### src/rtl/dmem_ctrl_pkg.sv
// Shared types for the data-memory access controller: FSM states, access sizes,
// the registered controller state and the response bundle seen by the execute stage.
package dmem_ctrl_pkg;

  typedef enum logic [1:0] {
    IDLE  = 2'd0,
    WAIT  = 2'd1,
    RESP  = 2'd2,
    DRAIN = 2'd3
  } dmem_state_t;

  localparam logic [1:0] SZ_B = 2'd0;
  localparam logic [1:0] SZ_H = 2'd1;
  localparam logic [1:0] SZ_W = 2'd2;

  typedef struct packed {
    logic        ready;
    logic [31:0] rdata;
    logic        error;
  } mem_out_type;

  typedef struct packed {
    dmem_state_t state;
    logic        bus_valid;
    logic        bus_write;
    logic [31:0] bus_addr;
    logic [31:0] bus_wdata;
    logic [3:0]  bus_wstrb;
    mem_out_type mem_out;
  } dmem_ctrl_reg_type;

  localparam dmem_ctrl_reg_type init_dmem_ctrl_reg = '{
    state:     IDLE,
    bus_valid: 1'b0,
    bus_write: 1'b0,
    bus_addr:  32'h0,
    bus_wdata: 32'h0,
    bus_wstrb: 4'h0,
    mem_out:   '{ready: 1'b0, rdata: 32'h0, error: 1'b0}
  };

endpackage

### src/rtl/dmem_ctrl_align.sv
// Combinational lane builder: byte strobes, replicated store data and the
// misalignment flag for one request.
module dmem_align
  import dmem_ctrl_pkg::*;
(
  input  logic [1:0]  size_i,
  input  logic [1:0]  addr_i,
  input  logic [31:0] wdata_i,
  output logic [3:0]  wstrb_o,
  output logic [31:0] wdata_o,
  output logic        misaligned_o
);

  // NOTE: every output gets a default before the case so no path leaves it unassigned (no latch).
  always_comb begin
    wstrb_o      = 4'b0000;
    wdata_o      = wdata_i;
    misaligned_o = 1'b0;
    case (size_i)
      SZ_B: begin
        wstrb_o = 4'b0001 << addr_i;
        wdata_o = {4{wdata_i[7:0]}};
      end
      SZ_H: begin
        wstrb_o      = 4'b0011 << addr_i;
        wdata_o      = {2{wdata_i[15:0]}};
        misaligned_o = addr_i[0];
      end
      SZ_W: begin
        wstrb_o      = 4'b1111;
        misaligned_o = (addr_i != 2'b00);
      end
      default: misaligned_o = 1'b1;
    endcase
  end

endmodule

### src/rtl/dmem_ctrl.sv
// Single-outstanding load/store controller between the pipeline and the data bus,
// with misalignment reporting, bus timeout and flush draining.
module dmem_ctrl
  import dmem_ctrl_pkg::*;
#(
  parameter int TIMEOUT = 256,
  parameter int CNT_W   = 9
) (
  input  logic        clk,
  input  logic        rst,
  input  logic        req_valid,
  input  logic        req_store,
  input  logic [1:0]  req_size,
  input  logic [31:0] req_addr,
  input  logic [31:0] req_wdata,
  input  logic        clear,
  output logic        mem_ready,
  output logic [31:0] mem_rdata,
  output logic        mem_error,
  output logic        bus_valid,
  output logic        bus_write,
  output logic [31:0] bus_addr,
  output logic [31:0] bus_wdata,
  output logic [3:0]  bus_wstrb,
  input  logic        bus_ready,
  input  logic [31:0] bus_rdata
);

  localparam bit               TMO_EN   = (TIMEOUT != 0);
  localparam logic [CNT_W-1:0] TMO_LAST = CNT_W'(TIMEOUT - 1);

  dmem_ctrl_reg_type r_q, r_d;
  logic [CNT_W-1:0]  cnt_q, cnt_d, cnt_inc;
  logic [3:0]        al_wstrb;
  logic [31:0]       al_wdata;
  logic              al_misaligned;
  logic              timeout_hit;

  dmem_align u_align (
    .size_i       (req_size),
    .addr_i       (req_addr[1:0]),
    .wdata_i      (req_wdata),
    .wstrb_o      (al_wstrb),
    .wdata_o      (al_wdata),
    .misaligned_o (al_misaligned)
  );

  assign cnt_inc     = (cnt_q == {CNT_W{1'b1}}) ? cnt_q : cnt_q + 1'b1;
  assign timeout_hit = TMO_EN && (cnt_q == TMO_LAST);

  always_comb begin
    r_d               = r_q;
    cnt_d             = cnt_q;
    r_d.mem_out.ready = 1'b0;
    r_d.mem_out.error = 1'b0;
    case (r_q.state)
      IDLE: begin
        if (req_valid && !clear) begin
          if (al_misaligned) begin
            r_d.state         = RESP;
            r_d.mem_out.ready = 1'b1;
            r_d.mem_out.error = 1'b1;
          end else begin
            r_d.state     = WAIT;
            cnt_d         = '0;
            r_d.bus_valid = 1'b1;
            r_d.bus_write = req_store;
            r_d.bus_addr  = {req_addr[31:2], 2'b00};
            r_d.bus_wdata = al_wdata;
            r_d.bus_wstrb = req_store ? al_wstrb : 4'b0000;
          end
        end
      end
      WAIT: begin
        cnt_d = cnt_inc;
        // A flush in the same cycle as completion or timeout discards the response outright.
        if (bus_ready || timeout_hit) begin
          r_d.bus_valid = 1'b0;
          if (clear) begin
            r_d.state = IDLE;
          end else begin
            r_d.state         = RESP;
            r_d.mem_out.ready = 1'b1;
            r_d.mem_out.error = !bus_ready;
            if (bus_ready) r_d.mem_out.rdata = r_q.bus_write ? 32'h0 : bus_rdata;
          end
        end else if (clear) begin
          r_d.state = DRAIN;
          cnt_d     = '0;
        end
      end
      DRAIN: begin
        cnt_d = cnt_inc;
        if (bus_ready || timeout_hit) begin
          r_d.bus_valid = 1'b0;
          r_d.state     = IDLE;
        end
      end
      default: r_d.state = IDLE;
    endcase
  end

  // NOTE: state registers use non-blocking assignments so all flops update together at the edge.
  always_ff @(posedge clk or posedge rst) begin
    if (rst) begin
      r_q   <= init_dmem_ctrl_reg;
      cnt_q <= '0;
    end else begin
      r_q   <= r_d;
      cnt_q <= cnt_d;
    end
  end

  assign mem_ready = r_q.mem_out.ready;
  assign mem_rdata = r_q.mem_out.rdata;
  assign mem_error = r_q.mem_out.error;
  assign bus_valid = r_q.bus_valid;
  assign bus_write = r_q.bus_write;
  assign bus_addr  = r_q.bus_addr;
  assign bus_wdata = r_q.bus_wdata;
  assign bus_wstrb = r_q.bus_wstrb;

endmodule

### config.mk
export PLATFORM = sky130hd
export DESIGN_NAME = dmem_ctrl
export DESIGN_NICKNAME = d
export VERILOG_FILES = /design/src/rtl/dmem_ctrl_pkg.sv /design/src/rtl/dmem_ctrl_align.sv /design/src/rtl/dmem_ctrl.sv
export SDC_FILE = /design/constraint.sdc
export NUM_CORES = 1
export LEC_CHECK = 0
export BUFFER_PORTS_ARGS = -buffer_cell sky130_fd_sc_hd__buf_2
export CAP_MARGIN = 20
export CORE_AREA = 2 2 135 137
export CTS_CLUSTER_SIZE = 8
export DETAILED_ROUTE_END_ITERATION = 7
export DIE_AREA = 0 0 137 139
export GPL_TIMING_DRIVEN = 0
export SLEW_MARGIN = 20
export SYNTH_ARGS = -nofsm -noshare
export SYNTH_HDL_FRONTEND = slang
export SYNTH_HIERARCHICAL = 1
export SYNTH_SLANG_ARGS = --single-unit
### constraint.sdc
create_clock -name clk -period 8.3 [get_ports clk]
set_clock_uncertainty 0.05 [all_clocks]
set_input_delay 0.83 -clock clk [delete_from_list [all_inputs] [get_ports clk]]
set_output_delay 0.83 -clock clk [all_outputs]
set_load 0.02 [all_outputs]
==> metrics.txt, run 1 <==
status finished, final reports clean; total power 2382 uW; worst skew pair latency 0.41 ns; cts hold-fix bufs 0; Vias/cell 4.346; PD cells 299.3 nW/um2; global-route wire length before repair 24.57 mm; crit path DAT 2.70 ns; register bit total from synthesis 113; crit-path leading delay family buffers and inverters; RD Place Congestion 0.7994; Post-synth EDFFs 0; startpoint types primary input; die height 139 um; synth warn 6; Placement Rows 49; DRT Wirelength 15.47 mm; crit path from req_size[1]; CP most frequent cell nand2_1; max-slew violation count 0; commonest non-fill, non-tap cell in the layout nand2_1; # IOs 208; Clock Pin Slew Worst Setup and Hold Paths 0.05 ns; Final Setup Violations 0; ANT cells 0; layout cells sized above 1 42.20%; Synth Instances 680; Net Sw Frac 33.74%; setup bufs post-CTS 0; VDD IR max 0.1463 mV; worst min path class primary input to asynchronous set/reset pin; Starting Density 34.21%; Fin. Hold Viols 0; first drt pass iteration count 5; internal power 1578 uW; most frequent cells in the layout nand2_1 (251), buf_2 (214), dfrtp_1 (113); I/O Buffers 203; initial antenna violation count 0; area grow syn2layout 31.73%; reg2reg path depth 5; Post-route DRC 0; Max Cap Violations 0; die area 19040 um2; Final Critical Period 2.450 ns; CP endpoint bus_addr[5]; Seq pwr share 33.9%; synthesized area 6041 um2; pin count of the biggest net entering global routing 69; Core ar. 17660 um2; Slew Limit Headroom 64.33%; Critical Path Fanout Max 10; Worst R2R Setup Slack 6.37 ns; hpwl dp 11.63 mm; Max Fclk 408.2 MHz; clock power share 29.4%; All-Layer GR Usage 16.63%; Critical Path Stages 10; Slowest-stage cell, CP nor4b_4; cts bufs inserted 17; Layout Utilization 45.07%; Max clock buf depth 2; RSZ-0062 raised after global routing false; DR iter-0 viols 171; vias in the first global route 4915; vias 4980; post-synthesis async set-or-reset flop share 100.0%; Fin Setup TNS 0 ns; die width 137 um; layout net count 1009; Worst Setup End Kind register; CP bufs+invs 4; Congestion Overflow GR 0; Tcrit/Tclk final 29.52%; syn_area_per_cell 8.884 um2; clk sink count 113; Critical Path RT 8.55 ns; CTS resizes 0; Max stage delay on crit path 0.31 ns; CP cell instances buf_6 > buf_8 > o21a_1 > o22a_1 > nor4b_4 > nand2_1 > buf_2 > buf_2 > nand2_1 > nand2_1; htree depth 4; ANT nets after route 0; Net Sw Power 803.7 uW; Clock Tree Root clkbuf_16; R2R Path End mem_rdata[29]; FF-to-FF Start r_q[105]; sequential fraction of the synthesis area 46.81%; P_leak 0.004428 uW; CTS tree yes; Setup CP Type primary input to register; Worst Tran Pin Value 0.5339 ns; Unique masters post-synth 48; Comb pwr share 36.7%; Avg WL per Cell 13.49 um; Main synth FF type dfrtp_1
[synth_stat cells (2+ instances only)]
master,instances,area (um2)
buf_2,11,55.05
mux2_2,5,56.30
clkbuf_1,15,56.30
o31ai_1,2,15.01
nand2_1,251,942.2
a21oi_1,3,15.01
o21ai_1,6,30.03
buf_6,5,56.30
inv_1,3,11.26
mux2i_1,12,120.1
nand2b_1,34,212.7
mux2_4,11,165.2
o21bai_1,3,22.52
o21a_1,3,22.52
nor3_1,6,30.03
nand3_1,11,55.05
buf_4,110,825.8
buf_8,2,30.03
o21ai_0,39,195.2
dfrtp_1,113,2828
nor2_1,8,30.03
[cell type report]
type	count	area, um2
inverter	3	16.27
tap	229	286.5
timing repair buffer	204	1044
clock inverter	9	80.08
buffer	143	1023
sequential	113	2828
fill	1779	9699
clock buffer	23	498.0
multi-input combinational	422	2182
[cell families after synthesis]
logic type / synth area share, %
AND/OR/NAND/NOR: 22.97
buffers and inverters: 17.13
flip-flops: 46.81
AO/OA/AOI/OAI: 7.022
multiplexers: 5.655
adder cells (fa/ha/maj): 0.2071
other: 0.06208
XOR/XNOR: 0.1450
[registers in the layout (all words and copies together) (netlist names), 2 cells and up]
signal,cells
cnt_q,9
bus_addr,30
bus_wdata,32
r_q,2
bus_wstrb,4
mem_rdata,32
[layer usage]
metal,global-route usage [%],part of all wire [%],up-vias
met4,6.294,1.6,0
met5,0,0,-
met2,25.98,46,163
met3,5.190,7.3,15
met1,21.48,45,2284
li1,-,-,2518
[power groups by stage]
stage | Clock, uW | Combinational [uW] | Sequential, uW
floorplan | 0 | 646 | 796
global placement | 0 | 877 | 812
detailed placement | 0 | 886 | 815
CTS | 719 | 889 | 808
global route | 751 | 960 | 829
finish | 701 | 875 | 806
[per-stage QoR]
step / setup WS (ns) / cells / hold WS, ns / cell area [um2]
5_1_grt: 5.705 / 1146 / 0.4069 / 7958
3_5_place_dp: 5.411 / 1114 / 0.4104 / 7380
6_report: 5.850 / 1146 / 0.3885 / 7958
2_1_floorplan: 4.433 / 681 / 0.3900 / 6045
3_3_place_gp: 2.909 / 1113 / 0.4059 / 7347
4_1_cts: 5.841 / 1146 / 0.3918 / 7958
[worst reg2reg max path, cell delays in order (launching register included)]
cell and delay (ns):
dfrtp_1 0.41, nor2_1 0.33, nand3_1 0.42, clkbuf_1 0.35, nand2_1 0.14, o21ai_0 0.09
[worst min path at each step]
| stage | from | end | slack, ns | cells past startpoint |
|---|---|---|---|---|
| CTS | rst | mem_rdata[14] | 0.39 | 2 |
| detailed placement | bus_wstrb[0] | bus_wstrb[0] | 0.41 | 2 |
| global route | rst | mem_rdata[14] | 0.41 | 2 |
| global placement | bus_wstrb[3] | bus_wstrb[3] | 0.41 | 2 |
| finish | rst | mem_rdata[14] | 0.39 | 2 |
| floorplan | bus_wstrb[0] | bus_wstrb[0] | 0.39 | 2 |
Power figures use the tool's default switching activity.
==> run 2, diff against run 1 <==
ABC_AREA = 1   (was unset)
CORE_AREA = 2 2 134 136   (was 2 2 135 137)
DIE_AREA = 0 0 136 138   (was 0 0 137 139)
clock period = 2.1 ns   (was 8.3 ns; I/O delays follow)
==> metrics.txt, run 2 <==
status finished, final reports clean; dpl cells 1191 (+6.9%); crit-path leading delay family simple AND/OR/NAND/NOR gates; Comb pwr share 43.8% (+7.1 points); count leader, synth nand2_1; vias 5486 (+10%); initial antenna violation count 0 (unchanged); top cell type's share of synthesized area 47.52% (+0.71 points); Post-synth EDFFs 0 (unchanged); CP cell instances ha_1 > inv_1 > nor2_2 > nand3_2 > nand3_1 > nand2_1 > nand2_2 > inv_2 > nor2_1; commonest non-fill, non-tap cell in the layout nand2_1; sequential fraction of the synthesis area 47.52% (+0.71 points); crit path DAT 1.88 ns (-0.82 ns); clk sink count 113 (unchanged); first drt pass iteration count 7 (+2); synthesized area 5951 um2 (-1.5%); Clock Pin Slew Worst Setup and Hold Paths 0.05 ns (about the same); Tcrit/Tclk final 75.84%; # IOs 208 (unchanged); reg2reg path depth 9 (+4); die width 136 um (-0.73%); Vias/cell 4.273 (-1.7%); P_leak 0.004886 uW (+10%); worst skew pair latency 0.40 ns (about the same); RD Place Congestion 0.7506 (-6.1%); Max clock buf depth 2 (unchanged); xor/xnor cell area share of the yosys netlist 0.1472% (+0.0022 points); syn_area_per_cell 7.913 um2 (-11%); Worst Setup End Kind register; total power 11710 uW (+390%); worst min path class primary input to register; CP bufs+invs 2 (-2); cts bufs inserted 17 (unchanged); Fin. Hold Viols 0 (unchanged); RSZ-0062 raised after global routing false; htree depth 4 (unchanged); mux cell area share after synthesis 0% (-5.7 points); WHS 0.01699 ns (-0.3715 ns); DRT Wirelength 16.40 mm (+6.0%); pin count of the biggest net entering global routing 32 (-54%); Net Sw Frac 36.76% (+3.0 points); synth warn 6 (unchanged); Critical Path RT 2.39 ns (-6.16 ns); Post-route DRC 0 (unchanged); global-route wire length before repair 26.54 mm (+8.0%); register bit total from synthesis 113 (unchanged); Starting Density 33.94% (-0.27 points); most frequent cells in the layout nand2_1 (323), buf_2 (211), buf_4 (115); PD cells 1367 nW/um2 (+360%); Critical Path Stages 9 (-1); Final Setup Violations 0 (unchanged); max-slew violation count 0 (unchanged); ANT nets after route 0 (unchanged); hpwl dp 11.73 mm (+0.83%); internal power 7404 uW (+370%); VDD IR max 0.8264 mV (+460%); post-synthesis async set-or-reset flop share 100.0% (unchanged); area leader, netlist dfrtp_1; Max Cap Violations 0 (unchanged); Seq pwr share 30.9% (-3.0 points); area grow syn2layout 43.88%; post-route cell area 8562 um2 (+7.6%); die height 138 um (-0.72%); FF-to-FF Start cnt_q[0]; startpoint types register; ranking of synthesized cells by area dfrtp_1 (48%), nand2_1 (20%), buf_4 (15%), nand3_1 (4.4%), o21ai_0 (3.7%); DP Area 7358 um2 (-0.29%); Compound-Gate Fraction of Synth Area 5.151% (-1.9 points); die area 18770 um2 (-1.4%); Post-Synth Simple-Gate Area 28.24% (+5.3 points); Post-Synth Adder-Cell Area 0.2103% (+0.0031 points); I/O Buffers 205 (+0.99%); Max stage delay on crit path 0.38 ns (+0.07 ns); Synth Instances 752 (+11%); layout cells sized above 1 37.10% (-5.1 points); Setup CP Type register to register; Max Fclk 627.9 MHz; layout net count 1146 (+14%); Clock Tree Root clkbuf_16; crit path from cnt_q[0]; Placement Rows 49 (unchanged); worst hold stages 3; hold path start bus_rdata[19]; vias in the first global route 5478 (+11%); Final Non-Filler Cells 1284 (+12%); All-Layer GR Usage 17.76% (+1.1 points); Unique masters post-synth 30 (-38%); Main synth FF type dfrtp_1; clock power share 25.3% (-4.1 points); Critical Path Fanout Max 6 (-4); CTS tree yes; Net Sw Power 4304 uW (+440%); setup bufs post-CTS 0 (unchanged); Slowest-stage cell, CP dfrtp_1; Avg WL per Cell 12.77 um (-5.4%); Core ar. 17530 um2 (-0.69%); Final Critical Period 1.593 ns; Congestion Overflow GR 0 (unchanged); main combinational cell family by area after synthesis simple AND/OR/NAND/NOR gates; DR iter-0 viols 272 (+59%); commonest cells in the netlist nand2_1 (323), buf_4 (115), dfrtp_1 (113), nand3_1 (52), o21ai_0 (44)
## run 2: cell types whose count changed in the layout (fill, tap and decap cells not counted), sizes merged, moves of 5 or more
cell / previous run / this run
buf: 332 / 339
clkbuf: 38 / 28
clkinv: 4 / 9
dlygate4sd3: 0 / 60
inv: 3 / 27
mux2: 16 / 0
mux2i: 12 / 0
nand2: 251 / 329
nand2b: 34 / 0
nand3: 11 / 54
nor2: 9 / 22
nor3: 6 / 0
o21ai: 46 / 54
## run 2: layout make-up
class | instances | area (um2)
Fill cell | 1736 | 8972
Sequential cell | 113 | 2828
Multi-Input combinational cell | 472 | 2016
Timing Repair Buffer | 269 | 1714
Buffer | 139 | 998.5
Clock buffer | 19 | 432.9
Tap cell | 229 | 286.5
Clock inverter | 13 | 167.7
Inverter | 29 | 116.4
Antenna cell | 1 | 2.502
## run 2: timing repair
action	4_1_cts	5_1_grt
endpoints found under the hold margin	75	0
hold buffers	60	0
resized for setup	0	0
## run 2: path summary, 6_finish.rpt
| check | slack (ns) | end |
|---|---|---|
| worst max-delay path | 0.51 | cnt_q[3] |
| worst max register to register | 0.51 | cnt_q[3] |
| worst min-delay path | 0.02 | mem_rdata[19] |
| worst min register to register | 0.42 | bus_addr[16] |
| min in group asynchronous | 0.33 | bus_addr[22] |
| max in group asynchronous | 1.01 | cnt_q[7] |
## run 2: per-stage QoR
step | utilization [%] | worst slack [ns] | setup TNS [ns]
after CTS | 48.82 | 0.4561 | 0
final | 48.83 | 0.5073 | 0
after detailed placement | 41.97 | 0.09944 | 0
after global routing | 48.82 | 0.3113 | 0
after global placement | 41.47 | -0.4090 | -45.39
after floorplan | - | 0.4686 | 0
## run 2: metal layers
| layer | vias up | GRT usage, % | wire length, um |
|---|---|---|---|
| met2 | 163 | 30.28 | 7873 |
| met4 | 0 | 5.099 | 183 |
| met3 | 13 | 5.171 | 1211 |
| li1 | 2820 | - | - |
| met5 | - | 0 | 0 |
| met1 | 2490 | 21.71 | 7128 |
## run 2: power by group through the flow
stage | clock network [uW] | logic (uW) | registers, uW
finish | 2960 | 5130 | 3620
detailed placement | 0 | 5090 | 3640
global route | 3140 | 5620 | 3750
floorplan | 0 | 3730 | 3540
global placement | 0 | 5030 | 3620
CTS | 3040 | 5190 | 3620
## run 2: cells by family (layout without fill, tap and decap cells)
family	Yosys count	after routing
AO/OA/AOI/OAI	60	60
XOR/XNOR	1	1
adder cells (fa/ha/maj)	1	1
buffers and inverters	168	469
flip-flops	113	113
other	1	3
AND/OR/NAND/NOR	408	408
## run 2: worst min-delay path, delay by kind of cell
kind	cells	cell delay (ns)
buf+inv	1	0.09
simple gates	2	0.13
